`config.mk`:
```
export PLATFORM = sky130hd
export DESIGN_NAME = mtr_drv_multi
export DESIGN_NICKNAME = d
export VERILOG_FILES = /design/src/rtl/mtr_drv_pkg.sv /design/src/rtl/mtr_ch.sv /design/src/rtl/mtr_drv_multi.sv
export SDC_FILE = /design/constraint.sdc
export NUM_CORES = 1
export LEC_CHECK = 0
export CORE_MARGIN = 2
export CORE_UTILIZATION = 35
export CTS_CLUSTER_SIZE = 10
export DETAILED_ROUTE_END_ITERATION = 10
export GPL_TIMING_DRIVEN = 0
export PLACE_DENSITY = 0.61
export SLEW_MARGIN = 15
export SYNTH_ARGS = -nofsm -noshare
export SYNTH_HDL_FRONTEND = slang
export SYNTH_HIERARCHICAL = 1
export SYNTH_SLANG_ARGS = --single-unit
```
`constraint.sdc`:
```
create_clock -name clk -period 19.4 [get_ports clk]
set_input_delay 3.88 -clock clk [delete_from_list [all_inputs] [get_ports clk]]
set_output_delay 3.88 -clock clk [all_outputs]
set_load 0.01 [all_outputs]
```
`src/rtl/mtr_drv_pkg.sv`:
```
`default_nettype none
// ============================================================================
// Module   : mtr_drv_pkg
// Brief    : Shared types and arithmetic helpers for the multi-channel driver.
// Revision : 1.0 - initial release
// ============================================================================
package mtr_drv_pkg;

    localparam int MAX_W = 32;

    typedef enum logic {
        DRIVE = 1'b0,
        DEAD  = 1'b1
    } ch_state_t;

    // One bit wider than the widest supported duty, so negating the most
    // negative duty and taking differences can never overflow.
    typedef logic signed [MAX_W:0] wide_t;

    function automatic logic [MAX_W-1:0] sat_abs(input wide_t duty, input int unsigned w);
        wide_t lim;
        wide_t mag;
        lim = (wide_t'(1) <<< (w - 1)) - wide_t'(1);
        mag = duty[MAX_W] ? -duty : duty;
        if (mag > lim) begin
            mag = lim;
        end
        return mag[MAX_W-1:0];
    endfunction

    // The result always lies between cur and goal, so it stays inside the
    // duty range whenever both inputs do.
    function automatic wide_t slew_toward(input wide_t cur, input wide_t goal, input wide_t step);
        wide_t res;
        res = goal;
        if (step != '0) begin
            if ((goal > cur) && ((goal - cur) > step)) begin
                res = cur + step;
            end else if ((goal < cur) && ((cur - goal) > step)) begin
                res = cur - step;
            end
        end
        return res;
    endfunction

endpackage
`default_nettype wire

```
`src/rtl/mtr_ch.sv`:
```
`default_nettype none
// ============================================================================
// Module   : mtr_ch
// Brief    : One motor channel: slew-limited duty, reversal dead time, PWM.
// Revision : 1.0 - initial release
// ============================================================================
module mtr_ch
    import mtr_drv_pkg::*;
#(
    parameter int DUTY_W    = 12,
    parameter int SLEW_STEP = 16,
    parameter int DEAD_CYC  = 64
) (
    input  logic              clk,
    input  logic              rst_n,
    input  logic              i_en,
    input  logic              i_wrap,
    input  logic [DUTY_W-2:0] i_cnt,
    input  logic [DUTY_W-1:0] i_duty,
    output logic              o_dir,
    output logic              o_pwm,
    output logic              o_dead
);

    localparam int                  c_DCNT_W    = (DEAD_CYC > 1) ? $clog2(DEAD_CYC) : 1;
    localparam logic [c_DCNT_W-1:0] c_DCNT_LOAD = c_DCNT_W'(DEAD_CYC - 1);
    localparam logic [c_DCNT_W-1:0] c_DCNT_ONE  = c_DCNT_W'(1);
    localparam wide_t               c_STEP      = wide_t'(SLEW_STEP);

    logic signed [DUTY_W-1:0] r_tgt;
    logic signed [DUTY_W-1:0] r_cur;
    logic [DUTY_W-2:0]        r_mag_lat;
    logic [c_DCNT_W-1:0]      r_dcnt;
    ch_state_t                r_state;
    logic                     r_dir;
    logic                     r_pwm;
    logic                     r_dead;

    logic                     w_tgt_neg;
    logic                     w_rev;
    wide_t                    w_goal;
    wide_t                    w_cur_next;
    logic [DUTY_W-2:0]        w_mag;

    assign w_tgt_neg  = r_tgt[DUTY_W-1];
    assign w_rev      = (r_tgt != '0) && (w_tgt_neg != r_dir);
    // While a reversal is pending the ramp heads for zero, not the target.
    assign w_goal     = w_rev ? '0 : wide_t'(r_tgt);
    assign w_cur_next = slew_toward(wide_t'(r_cur), w_goal, c_STEP);
    assign w_mag      = (DUTY_W-1)'(sat_abs(w_cur_next, DUTY_W));

    always_ff @(posedge clk or negedge rst_n) begin
        if (!rst_n) begin
            r_tgt     <= '0;
            r_cur     <= '0;
            r_mag_lat <= '0;
            r_dcnt    <= '0;
            r_state   <= DRIVE;
            r_dir     <= 1'b0;
            r_pwm     <= 1'b0;
            r_dead    <= 1'b0;
        end else begin
            r_tgt <= i_duty;
            if (!i_en) begin
                r_cur     <= '0;
                r_mag_lat <= '0;
                r_dcnt    <= '0;
                r_state   <= DRIVE;
                r_pwm     <= 1'b0;
                r_dead    <= 1'b0;
            end else begin
                case (r_state)
                    DRIVE: begin
                        r_pwm <= (i_cnt < r_mag_lat);
                        if (w_rev && (r_cur == '0)) begin
                            r_state <= DEAD;
                            r_dead  <= 1'b1;
                            r_dcnt  <= c_DCNT_LOAD;
                            r_pwm   <= 1'b0;
                        end else if (i_wrap) begin
                            r_cur     <= DUTY_W'(w_cur_next);
                            r_mag_lat <= w_mag;
                        end
                    end
                    DEAD: begin
                        r_pwm <= 1'b0;
                        if (r_dcnt == '0) begin
                            r_dir   <= w_tgt_neg;
                            r_state <= DRIVE;
                            r_dead  <= 1'b0;
                        end else begin
                            r_dcnt <= r_dcnt - c_DCNT_ONE;
                        end
                    end
                endcase
            end
        end
    end

    assign o_dir  = r_dir;
    assign o_pwm  = r_pwm;
    assign o_dead = r_dead;

endmodule
`default_nettype wire

```
`src/rtl/mtr_drv_multi.sv`:
```
`default_nettype none
// ============================================================================
// Module   : mtr_drv_multi
// Brief    : N-channel motor driver sharing one PWM period counter.
// Revision : 1.0 - initial release
// ============================================================================
module mtr_drv_multi
    import mtr_drv_pkg::*;
#(
    parameter int NUM_CH    = 2,
    parameter int DUTY_W    = 12,
    parameter int SLEW_STEP = 16,
    parameter int DEAD_CYC  = 64
) (
    input  logic                     clk,
    input  logic                     rst_n,
    input  logic                     en,
    input  logic [NUM_CH*DUTY_W-1:0] duty,
    output logic [NUM_CH-1:0]        DIR,
    output logic [NUM_CH-1:0]        PWM,
    output logic [NUM_CH-1:0]        dead
);

    localparam logic [DUTY_W-2:0] c_CNT_MAX = '1;
    localparam logic [DUTY_W-2:0] c_CNT_ONE = (DUTY_W-1)'(1);

    logic [DUTY_W-2:0] r_cnt;
    logic              w_wrap;

    assign w_wrap = (r_cnt == c_CNT_MAX);

    // Free-running regardless of en, so all channels stay period-aligned.
    always_ff @(posedge clk or negedge rst_n) begin
        if (!rst_n) begin
            r_cnt <= '0;
        end else begin
            r_cnt <= r_cnt + c_CNT_ONE;
        end
    end

    for (genvar g = 0; g < NUM_CH; g++) begin : g_ch
        mtr_ch #(
            .DUTY_W    (DUTY_W),
            .SLEW_STEP (SLEW_STEP),
            .DEAD_CYC  (DEAD_CYC)
        ) u_ch (
            .clk    (clk),
            .rst_n  (rst_n),
            .i_en   (en),
            .i_wrap (w_wrap),
            .i_cnt  (r_cnt),
            .i_duty (duty[g*DUTY_W +: DUTY_W]),
            .o_dir  (DIR[g]),
            .o_pwm  (PWM[g]),
            .o_dead (dead[g])
        );
    end

endmodule
`default_nettype wire

```
## After elaboration in Yosys (flattened, before gate mapping)

Index checks and enable logic that the tools add are counted.

| operators by class | value |
|---|---|
| magnitude comparators | 12 |
| reductions and logical operators | 22 |
| add/sub/neg operators | 13 |
| multiplexer cells | 56 |
| bitwise operators | 2 |
| eq/ne operators | 14 |

Operator list:

| cell | count |
|---|---|
| 33-bit two-way mux | 8 |
| 33-bit by 6-bit greater-than comparator with 1-bit output (second input constant) | 4 |
| 11-bit two-way mux | 10 |
| 12-bit two-way mux | 8 |
| 33-bit by 12-bit greater-than comparator with 1-bit output | 2 |
| 33-bit by 12-bit greater-than comparator with 1-bit output (second input constant) | 2 |
| 33-bit by 12-bit less-than comparator with 1-bit output | 2 |
| 33-bit negator | 2 |
| 12-bit by 33-bit subtractor with 33-bit output | 2 |
| 33-bit by 12-bit subtractor with 33-bit output | 2 |
| 6-bit two-way mux | 6 |
| 12-bit by 6-bit adder with 13-bit output (second input constant) | 2 |
| 12-bit by 6-bit subtractor with 13-bit output (second input constant) | 2 |
| 12-bit zero test | 2 |
| 6-bit one-hot mux with 2 select lines | 2 |
| 12-bit nonzero test | 2 |
| 11-bit less-than comparator | 2 |
| 1-bit two-way mux | 16 |
| 6-bit zero test | 2 |
| 3-bit inequality test (second input constant) | 4 |
| 1-bit one-hot mux with 2 select lines | 6 |
| 3-bit AND reduction | 4 |
| 6-bit by 1-bit subtractor with 6-bit output (second input constant) | 2 |
| 11-bit by 1-bit adder with 11-bit output (second input constant) | 1 |
| other kinds (8) | 24 |

| storage, ports and cells | value |
|---|---|
| input bits | 27 |
| output and inout port bits | 6 |
| register bits after elaboration | 101 |
| word-level logic and storage cells | 136 |

## Logic depth before layout (Yosys ltp)

| logic depth | value |
|---|---|
| depth after elaboration | 16 |
| gate-level depth with buffers | 34 |
| depth with buffers taken out | 31 |

## Hierarchy

The synthesis kept the hierarchy.

By module, submodules not included:

| module | instances | sequential area each (sq um) | area each (sq um) | cells an instance |
|---|---|---|---|---|
| mtr_ch (g_ch[1].u_ch) | 1 | 1,126.1 | 4,725.8 | 566 |
| mtr_ch (g_ch[0].u_ch) | 1 | 1,126.1 | 4,629.4 | 541 |
| mtr_drv_multi | 1 | 275.3 | 478.0 | 39 |

## Least setup slack after synthesis

No wires, ideal clock.

| timing | value |
|---|---|
| kind | flip-flop to flip-flop |
| start point | register g_ch[0].u_ch.r_tgt[5] |
| end point | register g_ch[0].u_ch.r_mag_lat[8] |
| data arrival time | 6.247 ns |
| stages on the path, launching flop included | 32 |
| buffers on the path | 3 |
| library setup time | 0.126 ns |
| required time | 19.274 ns |
| slack | 13.027 ns |
| clock period less this slack | 6.373 ns |
| cells stage by stage | dfrtp_1 > nor4_1 > a311oi_1 > a21oi_1 > clkbuf_1 > nand2_1 > ha_1 > fa_1 > nand2b_1 > a211oi_1 > a211o_1 > a21o_1 > a21o_1 > a21oi_1 > fa_1 > nand4b_1 > a311oi_1 > nand4_1 > a221o_1 > a21oi_1 > and4bb_1 > buf_2 > o22ai_2 > buf_2 > mux2i_1 > ha_1 > nand3_1 > mux2_2 > a21oi_1 > a21oi_1 > xnor2_1 > a221o_1 |

| between the ends | value |
|---|---|
| word-level cells in the longest chain between the ends | 16 |
| elaborated cells on any way between the ends | 24 |
| classes of those cells | 3 x add/sub; 5 x order compare; 1 x eq/ne; 9 x mux; 6 x reduce/logical |

Ends and longest elaborated chain:

| element | line | source |
|---|---|---|
| start, declared | mtr_ch.sv:30 | `logic signed [DUTY_W-1:0] r_tgt;` |
| start signal, assigned | mtr_ch.sv:63 | `r_tgt <= i_duty;` |
| 12-bit nonzero test | mtr_ch.sv:46 | `assign w_rev = (r_tgt != '0) && (w_tgt_neg != r_dir);` |
| 1-bit logical AND | mtr_ch.sv:46 |  |
| 33-bit two-way mux | mtr_ch.sv:48 | `assign w_goal = w_rev ? '0 : wide_t'(r_tgt);` |
| 12-bit by 33-bit subtractor with 33-bit output | mtr_drv_pkg.sv:39 | `end else if ((goal < cur) && ((cur - goal) > step)) begin` |
| 33-bit by 6-bit greater-than comparator with 1-bit output | mtr_drv_pkg.sv:39 |  |
| 1-bit logical AND | mtr_drv_pkg.sv:39 |  |
| 33-bit two-way mux | mtr_drv_pkg.sv:39 |  |
| 33-bit two-way mux | mtr_drv_pkg.sv:37 | `if ((goal > cur) && ((goal - cur) > step)) begin` |
| 33-bit negator | mtr_drv_pkg.sv:24 | `mag = duty[MAX_W] ? -duty : duty;` |
| 33-bit two-way mux | mtr_drv_pkg.sv:24 |  |
| 33-bit by 12-bit greater-than comparator with 1-bit output | mtr_drv_pkg.sv:25 | `if (mag > lim) begin` |
| 11-bit two-way mux | mtr_drv_pkg.sv:25 |  |
| 11-bit two-way mux | mtr_ch.sv:80 | `end else if (i_wrap) begin` |
| 11-bit two-way mux | mtr_ch.sv:75 | `if (w_rev && (r_cur == '0)) begin` |
| 11-bit two-way mux | mtr_ch.sv:72 | `case (r_state)` |
| 11-bit two-way mux | mtr_ch.sv:64 | `if (!i_en) begin` |
| end signal, assigned | mtr_ch.sv:82 | `r_mag_lat <= w_mag;` |
| end, declared | mtr_ch.sv:32 | `logic [DUTY_W-2:0] r_mag_lat;` |

Several ways; a longest one is shown, not always the timed one. The select of a mux whose other input is x is not followed.
A chain may end at the register's enable or synchronous reset.

## Final worst setup path

| timing | value |
|---|---|
| start point | register g_ch[0].u_ch.r_tgt[8] |
| end point | register g_ch[0].u_ch.r_mag_lat[8] |

Same word-level chain as after synthesis.

==> run metrics <==
Fill cells 2795; CTS buffer count 9; met2 wire length 11650 um; Clk network pwr share 0.165; Pre-antenna DRT Iters 5; vias in the first global route 8072; Data required, critical path 19.65 ns; row cnt 61; most frequent cells in the layout nand2_1 (121), dfrtp_1 (101), inv_1 (98); Cell Area, Synth 9833 sq um; Die W 171.6 um; Max VDD drop 0.00005678 V; switching pwr 543.8 uW; Final #Nets 1336; Crit-path slowest cell nor4b_4; pin count of the biggest net entering global routing 85; Post-synth EDFFs 0; CORE AREA 27710 sq um; area of the multi-input gates 6719 sq um; Yosys reg bits 101; CP endpoint kind flip-flop; gp weighted congestion 0.8970; most numerous cell on the critical path a21oi_1; DP Wirelength 19820 um; Routed Antenna Nets 0; wirelength, routed 24980 um; M1 WL 11960 um; Post-Route Utilization 0.3961; routed wl met3 1045 um; Pint 607.2 uW; pre-CTS setup slack 11.72 ns; Mapped Nets 1292; Setup crit start kind flip-flop; Initial Util 0.3549; post-synthesis async set-or-reset flop share 1.000; ANT cells 0; total global-route track usage 0.1745; leakage 4.750 nW; sequential cell area 2527 sq um; # hold bufs at CTS 0; CP max stage delay 0.55 ns; CTS Sinks 101; top cells by area, synth dfrtp_1 (26%), ha_1 (11%), fa_1 (6.9%); hold-critical path depth 2; Crit path arrival time 8.15 ns; Setup WS post-layout 11.50 ns; clk root buf clkbuf_16; TNS Setup 0 ns; WL per Instance 15.88 um; die outline area 29450 sq um; area fraction of the dominant cell type after synthesis 0.2570; clk buf depth 2; Slew @ Worst Pin 0.7991 ns; register area share after synthesis 0.2570; RSZ-0062 raised after global routing false; global-route wire length before repair 41300 um; Tightest Hold Check Type reg -> reg; final slew viol count 0; commonest non-fill, non-tap cell in the layout nand2_1; I/O Pins 33; PwrDens 104.9 nW/um^2; share of cells above drive strength 1 0.07950; slew margin rel. 0.4667; depth of the most critical reg-to-reg path 34; initial antenna violation count 2; DR iter-0 viols 633; FMAX 126.7 MHz; Yosys warnings 6; Clock Skews 0.01282 ns; vias 8460; Max Cap Viol 0; Pwr Total 1.151 mW; Net Sw Frac 0.4725; Setup Buffers After CTS 0; Layout area overhead 11.60%; Fin. Hold Viols 0; Vias/cell 5.378; CTS tree done; Setup CP Type reg -> reg; Avg Cell Area, Syn 8.580 sq um; IO Port Bufs 32; GRT overflow 0; status finished, final reports clean; CP max FO 10; H-Tree Depth 3; Tcrit/Tclk final 0.4070; insertion delay to the later sink of the worst-skew pair 0.37 ns; Cell variety after synth 111; Top Layer Used met4; Synth area leader dfrtp_1; Die Height 171.6 um; DRC errors left 0; Combinational Power Share 0.627; final setup vio count 0; Synth Flop Type dfrtp_1; minimum clock period 7.895 ns; # resized after CTS 0; Gate Count Post-Synth 1146; clk slew on worst S/H paths 0.08 ns; sequential share of power 0.209
-- per-layer routing --
layer	global-route usage	up-vias
met4	0.03979	0
met1	0.2401	4078
met5	0	-
met2	0.2871	197
met3	0.02784	20
li1	-	4165
-- critical path, delay by kind of cell, from the launching register on --
family                     cells  cell delay, ns
and+or+nand+nor               10            2.22
AOI/OAI and AO/OA             12            2.34
DFF                            1            0.38
xor gates and xnor gates       1            0.15
adders and majority gates      3            0.87
muxes                          3            0.79
buffers and inverters          5            1.02
-- sequential cells by signal, summed over array words and instances (netlist names) --
| name | count |
|---|---|
| g_ch.u_ch/r_cur | 24 |
| g_ch.u_ch/r_tgt | 24 |
| g_ch.u_ch/r_mag_lat | 22 |
| g_ch.u_ch/r_dcnt | 12 |
| r_cnt | 11 |
| g_ch.u_ch/o_dead | 2 |
| g_ch.u_ch/o_dir | 2 |
| g_ch.u_ch/o_pwm | 2 |
| g_ch.u_ch/r_state | 2 |
-- power groups by stage --
stage / Combinational, mW / Sequential, mW / Clock [mW]
after CTS: 0.718 / 0.240 / 0.195
after detailed placement: 0.713 / 0.244 / 0
after global placement: 0.702 / 0.244 / 0
after floorplan: 0.545 / 0.242 / 0
final: 0.722 / 0.240 / 0.189
after global routing: 0.800 / 0.242 / 0.202
-- stage by stage --
| step | hold WS [ns] | instances | area [sq um] |
|---|---|---|---|
| after detailed placement | 0.4820 | 1557 | 10660 |
| final | 0.5047 | 1573 | 10970 |
| after global placement | 0.4795 | 1556 | 10630 |
| after floorplan | 0.4571 | 1146 | 9833 |
| after CTS | 0.5094 | 1573 | 10970 |
| after global routing | 0.5340 | 1573 | 10970 |
-- synthesized netlist by cell type (all sizes together) (13+ instances only) --
| cell type | number |
|---|---|
| mux2i | 13 |
| nor2 | 80 |
| or2 | 15 |
| inv | 98 |
| dfrtp | 101 |
| nor4 | 14 |
| a21o | 25 |
| clkbuf | 26 |
| nand3 | 45 |
| ha | 85 |
| xnor2 | 36 |
| a21oi | 72 |
| nand2 | 122 |
| buf | 18 |
| o211ai | 22 |
| and2 | 16 |
| xor2 | 13 |
| a211oi | 14 |
| fa | 34 |
| o21ai | 67 |
| nand2b | 14 |
| nor3 | 29 |
-- path summary, 6_finish.rpt --
kind / startpoint / end / slack (ns)
setup reg to reg: g_ch[0].u_ch/r_tgt[8] / g_ch[0].u_ch/r_mag_lat[8] / 11.50
max in group asynchronous: rst_n / g_ch[1].u_ch/r_dcnt[4] / 15.35
hold reg to reg: g_ch[0].u_ch/r_mag_lat[4] / g_ch[0].u_ch/r_mag_lat[4] / 0.50
setup / recovery: g_ch[0].u_ch/r_tgt[8] / g_ch[0].u_ch/r_mag_lat[8] / 11.50
hold / removal: g_ch[0].u_ch/r_mag_lat[4] / g_ch[0].u_ch/r_mag_lat[4] / 0.50
min in group asynchronous: rst_n / g_ch[0].u_ch/o_pwm / 3.36
-- area by class of cell --
cell class / count / area share
multi-input combinational: 903 / 0.6122
sequential: 101 / 0.2303
tap: 378 / 0.04310
inverter: 98 / 0.03352
timing repair buffer: 33 / 0.03181
clock buffer: 9 / 0.02052
buffer: 44 / 0.01995
clock inverter: 7 / 0.008551
-- cell families after synthesis --
| logic type | synth area share |
|---|---|
| xor+xnor | 0.04364 |
| fa+ha+maj | 0.1774 |
| simple gates | 0.2098 |
| buf+inv | 0.05968 |
| compound gates | 0.2304 |
| flops | 0.2570 |
| mux | 0.02201 |
Note: power is estimated with default switching activity, not from simulation.
